`src/rtl/i2c_slv_pkg.sv`:
```
// Shared types and constants for the I2C target responder.
// Imported by i2c_slv_sync_filter and i2c_slave_responder.
package i2c_slv_pkg;

    typedef enum logic [2:0] {
        ST_IDLE,
        ST_ADDR,
        ST_ADDR_ACK,
        ST_WR_BYTE,
        ST_WR_ACK,
        ST_RD_BYTE,
        ST_RD_ACK
    } i2c_slv_state_t;

    typedef enum logic {
        I2C_WR = 1'b0,
        I2C_RD = 1'b1
    } i2c_rw_t;

    localparam int SYNC_STAGES = 2;
    localparam int FILT_LEN    = 3;

    function automatic logic maj3(input logic [2:0] v);
        return (v[0] & v[1]) | (v[1] & v[2]) | (v[0] & v[2]);
    endfunction

endpackage

```
`src/rtl/i2c_slv_sync_filter.sv`:
```
// Bus-line synchronizer with level and edge pulses.
// I2C_SLV_GLITCH_FILTER_EN adds a 3-sample majority filter.
module i2c_slv_sync_filter
    import i2c_slv_pkg::*;
(
    input  logic clk_i,
    input  logic rst_i,
    input  logic din_i,
    output logic level_o,
    output logic rise_o,
    output logic fall_o
);

    logic [SYNC_STAGES-1:0] sync_q;
    logic                   lvl;
    logic                   lvl_q;

    // Idle bus level is high, so reset the whole chain to 1.
    always_ff @(posedge clk_i) begin
        if (rst_i) begin
            sync_q <= '1;
        end else begin
            sync_q <= {sync_q[SYNC_STAGES-2:0], din_i};
        end
    end

`ifdef I2C_SLV_GLITCH_FILTER_EN
    logic [FILT_LEN-1:0] win_q;
    logic                filt_q;

    // Output holds its level until two of three samples disagree.
    always_ff @(posedge clk_i) begin
        if (rst_i) begin
            win_q  <= '1;
            filt_q <= 1'b1;
        end else begin
            win_q  <= {win_q[FILT_LEN-2:0], sync_q[SYNC_STAGES-1]};
            filt_q <= maj3(win_q);
        end
    end

    assign lvl = filt_q;
`else
    assign lvl = sync_q[SYNC_STAGES-1];
`endif

    always_ff @(posedge clk_i) begin
        if (rst_i) begin
            lvl_q <= 1'b1;
        end else begin
            lvl_q <= lvl;
        end
    end

    assign level_o = lvl;
    assign rise_o  = lvl & ~lvl_q;
    assign fall_o  = ~lvl & lvl_q;

endmodule

```
`src/rtl/i2c_slave_responder.sv`:
```
// I2C target with a pointer-addressed register file (EEPROM style).
// Optional glitch filter: define I2C_SLV_GLITCH_FILTER_EN.
module i2c_slave_responder
    import i2c_slv_pkg::*;
#(
    parameter int I2C_ADDR_WIDTH = 7,
    parameter int I2C_DATA_WIDTH = 8,
    parameter int DEPTH          = 16
) (
    input  logic                      clk_i,
    input  logic                      rst_i,
    input  logic                      scl_i,
    input  logic                      sda_i,
    output logic                      sda_o,
    input  logic [I2C_ADDR_WIDTH-1:0] dev_addr_i,
    output logic                      start_o,
    output logic                      stop_o,
    output logic                      wr_strobe_o,
    output logic [$clog2(DEPTH)-1:0]  wr_idx_o,
    output logic [I2C_DATA_WIDTH-1:0] wr_byte_o,
    output logic                      busy_o
);

    localparam int PW = $clog2(DEPTH);
    localparam int DW = I2C_DATA_WIDTH;

    logic scl_lvl, scl_rise, scl_fall;
    logic sda_lvl, sda_rise, sda_fall;

    i2c_slv_sync_filter u_scl (
        .clk_i   (clk_i),
        .rst_i   (rst_i),
        .din_i   (scl_i),
        .level_o (scl_lvl),
        .rise_o  (scl_rise),
        .fall_o  (scl_fall)
    );

    i2c_slv_sync_filter u_sda (
        .clk_i   (clk_i),
        .rst_i   (rst_i),
        .din_i   (sda_i),
        .level_o (sda_lvl),
        .rise_o  (sda_rise),
        .fall_o  (sda_fall)
    );

    logic start_det;
    logic stop_det;

    assign start_det = sda_fall & scl_lvl;
    assign stop_det  = sda_rise & scl_lvl;

    i2c_slv_state_t state_q, state_d;
    i2c_rw_t        rw_q, rw_d;
    logic [3:0]     cnt_q, cnt_d;
    logic [DW-1:0]  sh_q, sh_d;
    logic [PW-1:0]  ptr_q, ptr_d, ptr_inc;
    logic           first_q, first_d;
    logic           mack_q, mack_d;
    logic           sda_d;
    logic           busy_d;
    logic           start_d;
    logic           stop_d;
    logic           we;

    logic [DW-1:0]  mem_q [DEPTH];

    always_ff @(posedge clk_i) begin
        if (rst_i) begin
            state_q <= ST_IDLE;
            rw_q    <= I2C_WR;
            cnt_q   <= '0;
            sh_q    <= '0;
            ptr_q   <= '0;
            first_q <= 1'b0;
            mack_q  <= 1'b1;
            sda_o   <= 1'b1;
            busy_o  <= 1'b0;
            start_o <= 1'b0;
            stop_o  <= 1'b0;
        end else begin
            state_q <= state_d;
            rw_q    <= rw_d;
            cnt_q   <= cnt_d;
            sh_q    <= sh_d;
            ptr_q   <= ptr_d;
            first_q <= first_d;
            mack_q  <= mack_d;
            sda_o   <= sda_d;
            busy_o  <= busy_d;
            start_o <= start_d;
            stop_o  <= stop_d;
        end
    end

    always_ff @(posedge clk_i) begin
        if (rst_i) begin
            for (int i = 0; i < DEPTH; i++) begin
                mem_q[i] <= '0;
            end
            wr_strobe_o <= 1'b0;
            wr_idx_o    <= '0;
            wr_byte_o   <= '0;
        end else begin
            wr_strobe_o <= we;
            if (we) begin
                mem_q[ptr_q] <= sh_q;
                wr_idx_o     <= ptr_q;
                wr_byte_o    <= sh_q;
            end
        end
    end

    always_comb begin
        state_d = state_q;
        rw_d    = rw_q;
        cnt_d   = cnt_q;
        sh_d    = sh_q;
        ptr_d   = ptr_q;
        first_d = first_q;
        mack_d  = mack_q;
        sda_d   = sda_o;
        busy_d  = busy_o;
        start_d = 1'b0;
        stop_d  = 1'b0;
        we      = 1'b0;
        ptr_inc = ptr_q + PW'(1);

        if (start_det) begin
            state_d = ST_ADDR;
            cnt_d   = '0;
            sda_d   = 1'b1;
            start_d = 1'b1;
        end else if (stop_det) begin
            state_d = ST_IDLE;
            sda_d   = 1'b1;
            busy_d  = 1'b0;
            stop_d  = 1'b1;
        end else begin
            unique case (state_q)
                ST_IDLE: begin
                    sda_d = 1'b1;
                end
                ST_ADDR: begin
                    if (scl_rise) begin
                        sh_d  = {sh_q[DW-2:0], sda_lvl};
                        cnt_d = cnt_q + 4'd1;
                    end else if (scl_fall && cnt_q == 4'd8) begin
                        if (sh_q[DW-1:1] == dev_addr_i) begin
                            state_d = ST_ADDR_ACK;
                            rw_d    = i2c_rw_t'(sh_q[0]);
                            sda_d   = 1'b0;
                            busy_d  = 1'b1;
                        end else begin
                            state_d = ST_IDLE;
                            busy_d  = 1'b0;
                        end
                    end
                end
                ST_ADDR_ACK: begin
                    if (scl_fall) begin
                        cnt_d = '0;
                        if (rw_q == I2C_RD) begin
                            state_d = ST_RD_BYTE;
                            sh_d    = mem_q[ptr_q];
                            sda_d   = mem_q[ptr_q][DW-1];
                        end else begin
                            state_d = ST_WR_BYTE;
                            first_d = 1'b1;
                            sda_d   = 1'b1;
                        end
                    end
                end
                ST_WR_BYTE: begin
                    if (scl_rise) begin
                        sh_d  = {sh_q[DW-2:0], sda_lvl};
                        cnt_d = cnt_q + 4'd1;
                    end else if (scl_fall && cnt_q == 4'd8) begin
                        state_d = ST_WR_ACK;
                        sda_d   = 1'b0;
                        // First byte after the address only moves the pointer.
                        if (first_q) begin
                            ptr_d   = sh_q[PW-1:0];
                            first_d = 1'b0;
                        end else begin
                            we    = 1'b1;
                            ptr_d = ptr_inc;
                        end
                    end
                end
                ST_WR_ACK: begin
                    if (scl_fall) begin
                        state_d = ST_WR_BYTE;
                        cnt_d   = '0;
                        sda_d   = 1'b1;
                    end
                end
                ST_RD_BYTE: begin
                    if (scl_rise) begin
                        cnt_d = cnt_q + 4'd1;
                    end else if (scl_fall) begin
                        if (cnt_q == 4'd8) begin
                            state_d = ST_RD_ACK;
                            cnt_d   = '0;
                            sda_d   = 1'b1;
                        end else begin
                            sh_d  = {sh_q[DW-2:0], 1'b0};
                            sda_d = sh_q[DW-2];
                        end
                    end
                end
                ST_RD_ACK: begin
                    if (scl_rise) begin
                        mack_d = sda_lvl;
                    end else if (scl_fall) begin
                        ptr_d = ptr_inc;
                        if (!mack_q) begin
                            state_d = ST_RD_BYTE;
                            sh_d    = mem_q[ptr_inc];
                            sda_d   = mem_q[ptr_inc][DW-1];
                        end else begin
                            state_d = ST_IDLE;
                            busy_d  = 1'b0;
                            sda_d   = 1'b1;
                        end
                    end
                end
                default: begin
                    state_d = ST_IDLE;
                end
            endcase
        end
    end

endmodule

```
`config.mk`:
```
export PLATFORM = sky130hd
export DESIGN_NAME = i2c_slave_responder
export DESIGN_NICKNAME = d
export VERILOG_FILES = /design/src/rtl/i2c_slv_pkg.sv /design/src/rtl/i2c_slv_sync_filter.sv /design/src/rtl/i2c_slave_responder.sv
export SDC_FILE = /design/constraint.sdc
export NUM_CORES = 1
export LEC_CHECK = 0
export CORE_ASPECT_RATIO = 1.4
export CORE_UTILIZATION = 48
export CTS_CLUSTER_SIZE = 20
export DETAILED_ROUTE_END_ITERATION = 10
export GPL_TIMING_DRIVEN = 0
export SYNTH_ARGS = -nofsm -noshare
export SYNTH_HDL_FRONTEND = slang
export SYNTH_SLANG_ARGS = --single-unit
```
`constraint.sdc`:
```
create_clock -name clk_i -period 3.88 [get_ports clk_i]
set_clock_uncertainty 0.1 [all_clocks]
set_input_delay 0.388 -clock clk_i [delete_from_list [all_inputs] [get_ports clk_i]]
set_output_delay 0.388 -clock clk_i [all_outputs]
set_load 0.02 [all_outputs]
```
After elaboration in Yosys (flattened, before gate mapping)
Memories as Yosys holds them, arrays and structs flattened. A register that Yosys moved wholly into a read port is not among the register bits.
Index checks and enable logic that the tools add are counted.
{"block": "totals", "ff_bits": 45, "mem_bits_rw": 128, "word_cells": 187, "mem_count": 1, "mem_bits_ro": 0, "in_bits": 11, "latchBits": 0}
{"name": "mem_q", "words": 16, "width": 8, "read_ports": 2, "rd_clocked_by_memory_dff": 1, "write_ports": 16, "line": "i2c_slave_responder.sv:67", "rtl": "logic [DW-1:0] mem_q [DEPTH];"}
{"block": "classes", "mux": 83, "n_reduce_logical": 23, "n_shift": 0, "mul": 0, "bitwise_logic": 14, "eq_ne": 45, "add_sub_neg": 2, "magnitude_cmp": 0, "div_mod_pow": 0}
{"op": "8-bit two-way mux", "count": 10}
{"op": "4-bit two-way mux", "count": 13}
{"op": "12-bit AND reduction", "count": 4}
{"op": "4-bit != test, second input constant", "count": 11}
{"op": "1-bit two-way mux", "count": 39}
{"op": "3-bit two-way mux", "count": 13}
{"op": "2-bit != test, second input constant", "count": 16}
{"op": "8-bit case mux with 4 select lines", "count": 1}
{"op": "3-bit != test, second input constant", "count": 8}
{"op": "3-bit case mux with 7 select lines", "count": 1}
{"op": "7-bit AND reduction", "count": 3}
{"op": "4-bit case mux with 3 select lines", "count": 1}
{"op": "6-bit AND reduction", "count": 2}
{"op": "3-bit equality test, second input constant", "count": 3}
{"op": "4-bit by 1-bit adder with 4-bit output, second input constant", "count": 2}
{"op": "1-bit inverter", "count": 8}
{"op": "4-bit case mux with 2 select lines", "count": 1}
{"op": "8-bit OR reduction", "count": 1}
{"op": "7-bit equality test", "count": 1}
{"op": "1-bit case mux with 7 select lines", "count": 1}
{"op": "7-bit nonzero test", "count": 1}
{"op": "1-bit bitwise AND", "count": 6}
{"op": "3-bit by 2-bit equality test with 1-bit output, second input constant", "count": 2}
{"op": "3-bit nonzero test", "count": 2}
{"op": "12 further kinds", "count": 17}

Depth between registers and ports, before layout
Gate-level depths: netlist (run 1).
{"block": "depth", "depth_word": 13, "ltp_mapped": 11, "depth_no_buf": 7}

Hierarchy
A second synthesis (run 1) with hierarchy kept.
{"block": "hier_totals", "hier_cells": 772, "hier_area_um2": 9710.6}
{"module": "i2c_slave_responder", "area_each_um2": 9525.4, "instances": 1, "cells_per_inst": 756}
{"module": "i2c_slv_sync_filter", "area_each_um2": 92.6, "instances": 2, "cells_per_inst": 8}

Worst setup path before layout (run 1)
No wires, ideal clock.
{"block": "synth_path", "path_kind": "register to register", "from": "register ptr_q[0]", "to": "register sh_q[3]", "t_arrival_ns": 3.257, "t_required_ns": 3.650, "path_stages_with_launch": 11, "path_slack_ns": 0.393, "path_cell_list": "dfxtp_1 -> clkbuf_1 -> clkbuf_1 -> inv_1 -> ha_1 -> clkbuf_1 -> buf_2 -> mux4_2 -> mux4_1 -> a211oi_1 -> nor3_1"}
{"block": "synth_between", "elab_chain_len": 6}
{"element": "start, declared", "line": "i2c_slave_responder.sv:58", "rtl": "logic [PW-1:0] ptr_q, ptr_d, ptr_inc;"}
{"element": "start signal, assigned", "line": "i2c_slave_responder.sv:87", "rtl": "ptr_q <= ptr_d;"}
{"element": "4-bit by 1-bit adder with 4-bit output", "line": "i2c_slave_responder.sv:128", "rtl": "ptr_inc = ptr_q + PW'(1);"}
{"element": "memory read 16 x 8 bit"}
{"element": "8-bit two-way mux", "line": "i2c_slave_responder.sv:218", "rtl": "if (!mack_q) begin"}
{"element": "8-bit two-way mux", "line": "i2c_slave_responder.sv:216", "rtl": "end else if (scl_fall) begin"}
{"element": "8-bit two-way mux", "line": "i2c_slave_responder.sv:214", "rtl": "if (scl_rise) begin"}
{"element": "8-bit case mux with 4 select lines", "line": "i2c_slave_responder.sv:141", "rtl": "unique case (state_q)"}
{"element": "end signal, assigned", "line": "i2c_slave_responder.sv:74", "rtl": "sh_q <= '0;"}
{"element": "end signal, assigned", "line": "i2c_slave_responder.sv:86", "rtl": "sh_q <= sh_d;"}
{"element": "end, declared", "line": "i2c_slave_responder.sv:57", "rtl": "logic [DW-1:0] sh_q, sh_d;"}
No other way between the ends. The select of a mux whose other input is x is not followed.
A chain may end at the register's enable or synchronous reset.

Worst setup path after layout (run 1)
{"block": "layout_path", "from": "register ptr_q[0]", "to": "register sh_q[1]"}
Same word-level chain as after synthesis.

==> summary.md, run 1 <==
| Metric | Value |
|---|---|
| DRT antenna net count | 0 |
| Top_reg_cell synth | edfxtp_1 |
| Area fraction of the dominant cell type after synthesis | 0.408 |
| Crit path DAT | 3.97 ns |
| Max transition margin | 0.121 |
| Slew @ Worst Pin | 1.31 ns |
| Mux cell area share after synthesis | 0.209 |
| Gate power share | 0.069 |
| Reg power frac | 0.499 |
| ANT cells | 0 |
| Commonest cells after routing, fill and taps aside | and2_1, edfxtp_1, mux4_2 |
| Post-CTS Repair Setup Buffers | 0 |
| Die W | 120 um |
| Clock sinks | 177 |
| Internal power | 3310 uW |
| Psw | 1020 uW |
| Clock slew at reported path FFs | 0.07 ns |
| DR vias | 6391 |
| Setup crit end kind | flop |
| Router iterations before antenna repair | 5 |
| # nets final | 790 |
| I/O Buffers | 27 |
| Io pins | 28 |
| Max stage delay on crit path | 0.60 ns |
| Synth Area in Adders | 0.0106 |
| Post-Synth XOR/XNOR Area | 0.00929 |
| RSZ-0062 raised after global routing | false |
| Total CTS buffers | 17 |
| Ratio of cells with drive above 1 in the final layout | 0.184 |
| Placed cell count | 1001 |
| Critical path startpoint category | flop |
| Syn Nets | 745 |
| Largest family of logic cells by synthesized area | multiplexers |
| Core ar. | 19200 um^2 |
| Pre-CTS worst setup slack | -0.810 ns |
| Worst path cell trace | clkbuf_2, clkbuf_2, inv_1, ha_2, buf_4, mux4_2, mux4_2, a211oi_1, nor3_1 |
| DRC | 0 |
| Area added between synthesis and finish | 13.0% |
| Vias in the first global route | 6491 |
| Post-synthesis compound-gate area fraction | 0.0595 |
| Synthesized netlist cell count | 726 |
| H-tree depth | 4 |
| Cts hold-fix bufs | 0 |
| Final period utilization | 0.977 |
| Num rows | 60 |
| CP delay by family, top | multiplexers |
| Outcome | completed |
| Gr ovfl total | 0 |
| Pwr dens | 407 nW/um^2 |
| Yosys warns | 0 |
| Mapped Area | 9420 um^2 |
| Core Util, Final | 0.554 |
| Routed length per instance | 26.3 um |
| Hold_ws | 0.317 ns |
| Detailed Route Iter0 Violations | 624 |
| Hpwl dp | 20.8 mm |
| CP max-delay cell | mux4_2 |
| CTS tree | done |
| Post-synth top area cell | edfxtp_1 |
| Clock buffer depth | 2 |
| Post-synth ARST share | 0 |
| Initial core utilization | 0.490 |
| Clock root buffer | clkbuf_16 |
| Die footprint | 20200 um^2 |
| Final worst-path setup slack | 0.0883 ns |
| Chip height | 168 um |
| Flops & latches, synth | 177 |
| Final setup fails | 0 |
| Global-route wire length before repair | 40.1 mm |
| Final wirelength | 27.1 mm |
| Final worst path period need | 3.79 ns |
| Routability cong. | 0.943 |
| Sw Ratio | 0.236 |
| Synth area leaders | edfxtp_1, mux4_2, dfxtp_1, and2_1, mux2i_1 |
| Worst hold path class | reg -> reg |
| Most common cell after layout, fill and taps aside | and2_1 |
| Largest net degree at the start of global routing | 17 |
| Pleak | 0.00351 uW |
| Fin. max-slew vios | 0 |
| Post-synth EDFFs | 128 |
| Register area share after synthesis | 0.512 |
| Simple logic cell fraction of the synthesized area | 0.172 |
| Vias/cell | 6.19 |
| Post-synthesis cell type count | 65 |
| Fill cell count | 1665 |
| Hold Fails Final Rpt | 0 |
| Avg Cell Area, Syn | 13.0 um^2 |
| Max cap viols | 0 |
| GRT Total Usage | 0.280 |
| Clock network latency to the later pin of the worst-skew pair | 0.44 ns |
| Initial antenna violation count | 0 |
| Worst vdd ir | 0.304 mV |
| Clk pwr share | 0.433 |
| Worst Path Max Fanout | 10 |
| Crit path buf inv count | 4 |
| Finished Layout Cells | 1032 |
| Critical path class | reg -> reg |
| Max Fclk | 0.264 GHz |
| CP Data Required Time | 4.06 ns |
Yosys cell counts (all sizes together) (4+ instances only):
master	n
a211oi	8
a21boi	5
a21oi	12
and2	130
buf	16
clkbuf	37
dfxtp	49
edfxtp	128
ha	8
inv	12
mux2i	31
mux4	72
nand2	22
nand2b	10
nand3	10
nand3b	8
nor2	54
nor3	10
o21ai	10
o221ai	7
o31ai	4
or2	23
or3	4
xor2	10
layout make-up:
class	instances	area [um^2]	share of cell area
Multi-Input combinational cell	484	4340	0.408
Tap cell	248	310	0.0291
Inverter	12	45.0	0.00423
Timing Repair Buffer	27	270	0.0254
Clock inverter	13	199	0.0187
Clock buffer	19	433	0.0407
Buffer	52	221	0.0208
Sequential cell	177	4820	0.453
path summary, 6_finish.rpt:
path | from | endpoint | slack (ns) | cells after the start
max | ptr_q[0]$_SDFFE_PP0P_ | sh_q[1]$_SDFFE_PP0P_ | 0.09 | 9
min | u_sda.sync_q[0]$_SDFF_PP1_ | u_sda.sync_q[1]$_SDFF_PP1_ | 0.32 | 1
max reg2reg | ptr_q[0]$_SDFFE_PP0P_ | sh_q[1]$_SDFFE_PP0P_ | 0.09 | 9
min reg2reg | u_sda.sync_q[0]$_SDFF_PP1_ | u_sda.sync_q[1]$_SDFF_PP1_ | 0.32 | 1
layer usage:
layer / GRT usage / up-vias / part of all wire
met4: 0.182 / 0 / 0.064
met3: 0.0427 / 78 / 0.053
met2: 0.489 / 293 / 0.52
li1: - / 2813 / -
met5: 0 / - / 0
met1: 0.316 / 3207 / 0.36
power by group through the flow:
stage | registers, uW | logic, uW | clock network (uW)
final | 2160 | 297 | 1880
after global routing | 2170 | 317 | 1960
after CTS | 2160 | 296 | 1890
after detailed placement | 2200 | 295 | 0
after global placement | 2190 | 292 | 0
after floorplan | 2170 | 187 | 0
stage by stage:
stage	area (um^2)	total power [uW]	setup TNS (ns)
finish	10600	4330	0
global route	10600	4440	0
CTS	10600	4340	0
detailed placement	10000	2500	-6.18
global placement	10000	2490	-5.05
floorplan	9420	2360	0
registers in the layout, indices dropped and copies added (netlist names), 2 cells and up, named ones only:
signal        flops
u_sda.sync_q      2
sh_q              8
cnt_q             4
mem_q           128
state_q           3
u_scl.sync_q      2
wr_byte_o         8
wr_idx_o          4
ptr_q             4
timing repair:
item | 4_1_cts | 5_1_grt
setup endpoints to repair | 9 | 25
pin swaps | 0 | 1
endpoints found under the hold margin | 0 | 0
gates resized for setup | 6 | 0
cells by family after synthesis:
family          count (synthesis)
simple gates                  288
flops                         177
mux                           105
compound gates                 73
buf+inv                        65
xor+xnor                       10
fa+ha+maj                       8
(Power assumes the default switching activity.)
==> run 2: changes to the inputs <==
Settings changed: REMOVE_ABC_BUFFERS from default to 1.
==> run 2 against run 1 <==
Against the previous run:
- first-iteration DRC count is 11% lower
- worst setup slack better by 0.18 ns
- via count decreased by 4.2%
- routed wire length down 8.4%
- sequential power rose by 2%
- clock power shrank 12%
- hold slack worse by 0.0049 ns
- total power shrank 5.7%
- global-route usage shrank 2.0 points
- largest cell class unchanged
==> summary.md, run 2 (synthesized netlist as in run 1, its figures left out) <==
| Metric | Value |
|---|---|
| Vias/cell | 6.21 |
| Biggest register | mem_q |
| ANT cells | 0 |
| Die W | 120 um |
| Router iterations before antenna repair | 5 |
| FF-to-FF Start | ptr_q[0]$_SDFFE_PP0P_ |
| Reg-to-reg endpoint | sh_q[3]$_SDFFE_PP0P_ |
| # resized after CTS | 0 |
| Max cap viols | 0 |
| Hpwl dp | 16.9 mm |
| Crit path DAT | 3.81 ns |
| Slew @ Worst Pin | 1.43 ns |
| Hold_ws | 0.312 ns |
| Worst hold path class | reg -> reg |
| Max Fclk | 0.277 GHz |
| Final period utilization | 0.931 |
| Detailed Route Iter0 Violations | 557 |
| Clock slew at reported path FFs | 0.07 ns |
| Fin area | 10500 um^2 |
| Clock buffer depth | 2 |
| Initial core utilization | 0.490 |
| Die footprint | 20200 um^2 |
| Hold path cells | 1 |
| Critical path class | reg -> reg |
| Final setup fails | 0 |
| Max transition margin | 0.0429 |
| Initial antenna violation count | 1 |
| WHS Endpoint | u_scl.sync_q[1]$_SDFF_PP1_ |
| I/O Buffers | 27 |
| Vias in the first global route | 6261 |
| Pleak | 0.00340 uW |
| Most common cell after layout, fill and taps aside | and2_1 |
| Core Util, Final | 0.544 |
| Setup crit end kind | flop |
| Largest net degree at the start of global routing | 52 |
| CP Data Required Time | 4.08 ns |
| Area added between synthesis and finish | 11.0% |
| Routability cong. | 0.861 |
| R2r setup slk | 0.27 ns |
| Clock sinks | 177 |
| Final worst-path setup slack | 0.266 ns |
| Worst Path Max Fanout | 31 |
| Fin. max-slew vios | 0 |
| Reg2reg path depth | 8 |
| DR vias | 6125 |
| Commonest cells after routing, fill and taps aside | and2_1, edfxtp_1, mux4_2 |
| CTS tree | done |
| Final worst path period need | 3.61 ns |
| Clock root buffer | clkbuf_16 |
| Outcome | completed |
| Max reg flops | 128 |
| Global-route wire length before repair | 38.1 mm |
| Pwr dens | 391 nW/um^2 |
| DRC | 0 |
| Worst vdd ir | 0.318 mV |
| Core ar. | 19200 um^2 |
| Chip height | 168 um |
| RSZ-0062 raised after global routing | false |
| Gr ovfl total | 0 |
| DRT antenna net count | 0 |
| Io pins | 28 |
| Hold Startpoint | u_scl.sync_q[0]$_SDFF_PP1_ |
| # nets final | 745 |
| Total negative setup slack | 0 ns |
| Clock network latency to the later pin of the worst-skew pair | 0.42 ns |
| Hold Fails Final Rpt | 0 |
| GRT Total Usage | 0.260 |
| Fill cell count | 1666 |
| Placed cell area | 9880 um^2 |
| Post-CTS Repair Setup Buffers | 0 |
| Cts hold-fix bufs | 0 |
| Final wirelength | 24.8 mm |
| Total CTS buffers | 17 |
| Pre-CTS worst setup slack | 0.0986 ns |
| Num rows | 60 |
| H-tree depth | 4 |
| Largest regs | mem_q (128), sh_q (8), wr_byte_o (8) |
| Routed length per instance | 25.2 um |
| Critical path startpoint category | flop |
| Ratio of cells with drive above 1 in the final layout | 0.191 |
run 2: cell count changes in the layout (fill, tap and decap cells not counted), moves of 3 or more:
| cell | change |
|---|---|
| buf_1 | -5 |
| buf_12 | +4 |
| buf_2 | -6 |
| bufinv_16 | -3 |
| clkbuf_1 | -34 |
run 2: through the flow:
stage          cells  total power (uW)
4_1_cts          985              4110
3_3_place_gp     948              2460
6_report         987              4090
5_1_grt          987              4210
3_5_place_dp     953              2480
2_1_floorplan    673              2340
run 2: layout make-up:
cell class,count,area (um^2),share of cell area
multi-input cells,484,4340,0.415
clock inverters,13,128,0.0122
flip-flops and latches,177,4830,0.462
clock buffers,19,433,0.0414
repair buffers,34,372,0.0355
inverters,12,45.0,0.00431
well taps,248,310,0.0297
run 2: per-layer routing:
layer  wire, um  global-route usage  up-vias  part of all wire
li1           -                   -     2724                 -
met1       9710               0.323     3098              0.39
met2      12400               0.427      248              0.50
met3       1460              0.0505       53             0.059
met4       1220               0.142        2             0.049
met5          9                   0        -           0.00036
run 2: critical path, cell delays in order (launching register included):
cell and delay, ns:
dfxtp_2 0.52, buf_12 0.27, inv_1 0.10, ha_2 0.76, buf_12 0.27, mux4_2 0.58, mux4_1 0.52, a211oi_1 0.26
nor3_1 0.08
run 2: worst max-delay path by stage:
| stage | from | to | slack [ns] | cells past startpoint |
|---|---|---|---|---|
| floorplan | ptr_q[0]$_SDFFE_PP0P_ | sh_q[0]$_SDFFE_PP0P_ | -0.38 | 6 |
| global placement | ptr_q[0]$_SDFFE_PP0P_ | sh_q[3]$_SDFFE_PP0P_ | -1.82 | 6 |
| detailed placement | u_scl.sync_q[1]$_SDFF_PP1_ | mem_q[4][0]$_SDFFCE_PN0P_ | 0.1 | 7 |
| CTS | u_scl.sync_q[1]$_SDFF_PP1_ | mem_q[4][1]$_SDFFCE_PN0P_ | 0.07 | 7 |
| global route | ptr_q[0]$_SDFFE_PP0P_ | sh_q[0]$_SDFFE_PP0P_ | 0.13 | 8 |
| finish | ptr_q[0]$_SDFFE_PP0P_ | sh_q[3]$_SDFFE_PP0P_ | 0.27 | 8 |
run 2: power breakdown:
group,switching [uW],total (uW),internal [uW]
Combinational,124,232,107
Sequential,103,2200,2100
Clock,752,1650,897
==> run 3: changes to the inputs <==
Settings changed: CTS_CLUSTER_SIZE 20 to default, DONT_BUFFER_PORTS from default to 1.
==> run 3 against run 2 <==
Against the previous run:
- core utilization down 0.92 points
- die area unchanged
- clock power is 4% higher
- flip-flop and latch count unchanged
- non-clock buffer count down 23
- clock-buffer cell count fell by 2
- critical endpoint is now mem_q[11][1]$_SDFFCE_PN0P_
- largest power group unchanged
- highest routed layer is now met4
==> summary.md, run 3 (synthesized netlist as in run 1, its figures left out) <==
| Metric | Value |
|---|---|
| Outcome | completed |
| Largest net degree at the start of global routing | 36 |
| Clock buffer depth | 2 |
| I/O Buffers | 0 |
| CTS tree | done |
| Core ar. | 19200 um^2 |
| Vias/cell | 6.25 |
| # resized after CTS | 0 |
| Critical path class | reg -> reg |
| Worst vdd ir | 0.285 mV |
| Area added between synthesis and finish | 9.08% |
| DRT antenna net count | 0 |
| Pre-CTS worst setup slack | 0.199 ns |
| Routability cong. | 0.857 |
| Internal power | 3160 uW |
| Clk pwr share | 0.416 |
| Clock root buffer | clkbuf_16 |
| Io pins | 28 |
| # nets final | 722 |
| Ratio of cells with drive above 1 in the final layout | 0.198 |
| DR vias | 6026 |
| Routed length per instance | 25.4 um |
| Vias in the first global route | 6089 |
| Hold Fails Final Rpt | 0 |
| Final worst path period need | 3.30 ns |
| Final period utilization | 0.851 |
| Initial core utilization | 0.490 |
| Clock network latency to the later pin of the worst-skew pair | 0.43 ns |
| Core Util, Final | 0.535 |
| H-tree depth | 4 |
| Total CTS buffers | 17 |
| DRC | 0 |
| Gr ovfl total | 0 |
| ANT cells | 0 |
| Chip height | 168 um |
| Crit path DAT | 3.31 ns |
| Final wirelength | 24.5 mm |
| CP Data Required Time | 3.89 ns |
| Psw | 978 uW |
| Max reg flops | 128 |
| Clock slew at reported path FFs | 0.07 ns |
| Max cap viols | 0 |
| Initial antenna violation count | 0 |
| Slew @ Worst Pin | 1.16 ns |
| Max transition margin | 0.226 |
| Commonest cells after routing, fill and taps aside | and2_1, edfxtp_1, mux4_2 |
| Most common cell after layout, fill and taps aside | and2_1 |
| Global-route wire length before repair | 37.6 mm |
| Detailed Route Iter0 Violations | 611 |
| Worst hold path class | in -> reg |
| Sw Ratio | 0.236 |
| Critical path startpoint category | flop |
| Router iterations before antenna repair | 5 |
| Final worst-path setup slack | 0.577 ns |
| Pwr dens | 402 nW/um^2 |
| Setup crit end kind | flop |
| Largest regs | mem_q (128), sh_q (8), wr_byte_o (8) |
| Die footprint | 20200 um^2 |
| Reg power frac | 0.533 |
| Max Fclk | 0.303 GHz |
| Clock sinks | 177 |
| RSZ-0062 raised after global routing | false |
| Biggest register | mem_q |
| Gate power share | 0.052 |
| Fin. max-slew vios | 0 |
| Final setup fails | 0 |
| Num rows | 60 |
| Hpwl dp | 16.7 mm |
| GRT Total Usage | 0.258 |
| Worst Path Max Fanout | 23 |
| Die W | 120 um |
| Fill cell count | 1670 |
| Pleak | 0.00335 uW |
-- run 3: path summary, 6_finish.rpt --
kind	from	endpoint	slack [ns]	cells after the start
max	state_q[0]$_SDFFE_PP0P_	mem_q[11][1]$_SDFFCE_PN0P_	0.58	6
min	rst_i	busy_o$_SDFFE_PP0P_	0.06	2
max reg2reg	state_q[0]$_SDFFE_PP0P_	mem_q[11][1]$_SDFFCE_PN0P_	0.58	6
min reg2reg	u_scl.sync_q[0]$_SDFF_PP1_	u_scl.sync_q[1]$_SDFF_PP1_	0.31	1
-- run 3: power by group through the flow --
| stage | Combinational [uW] | Sequential, uW | Clock, uW |
|---|---|---|---|
| 2_1_floorplan | 153 | 2190 | 0 |
| 3_3_place_gp | 201 | 2240 | 0 |
| 3_5_place_dp | 204 | 2250 | 0 |
| 4_1_cts | 215 | 2200 | 1750 |
| 5_1_grt | 231 | 2210 | 1810 |
| 6_report | 214 | 2200 | 1720 |
-- run 3: timing repair --
item / CTS / global route
hold endpoints to repair: 39 / 0
setup endpoints to repair: 0 / 51
setup buffers: 0 / 3
hold buffers: 3 / 0
-- run 3: stage by stage --
stage,hold slack [ns],cells,total power (uW),area [um^2],setup TNS (ns)
detailed placement,0.300,925,2450,9600,0
global placement,0.292,921,2440,9520,-35.59
floorplan,0.289,673,2340,9210,-2.82
global route,0.0614,964,4250,10300,0
CTS,0.0395,960,4160,10200,0
finish,0.0620,964,4140,10300,0
-- run 3: cell type report --
type	instances	area [um^2]	share of cell area
Multi-Input combinational cell	484	4340	0.422
Clock buffer	17	425	0.0414
Inverter	12	45.0	0.00438
Clock inverter	15	155	0.0151
Timing Repair Buffer	11	174	0.0169
Sequential cell	177	4830	0.470
Tap cell	248	310	0.0302
-- run 3: routing by layer --
layer / share of wire / vias to the layer above / GRT usage / wire (um)
met5: 0 / - / 0 / 0
met2: 0.51 / 249 / 0.425 / 12500
met1: 0.39 / 3038 / 0.331 / 9590
met3: 0.058 / 53 / 0.0437 / 1420
met4: 0.040 / 0 / 0.121 / 975
li1: - / 2686 / - / -
-- run 3: critical path: stages (launching register included) --
cell and delay, ns:
dfxtp_1 0.82, nand4bb_1 0.25, a2111oi_4 0.43, buf_12 0.19, nand3b_1 0.14, nor2_1 0.62, or2_2 0.41
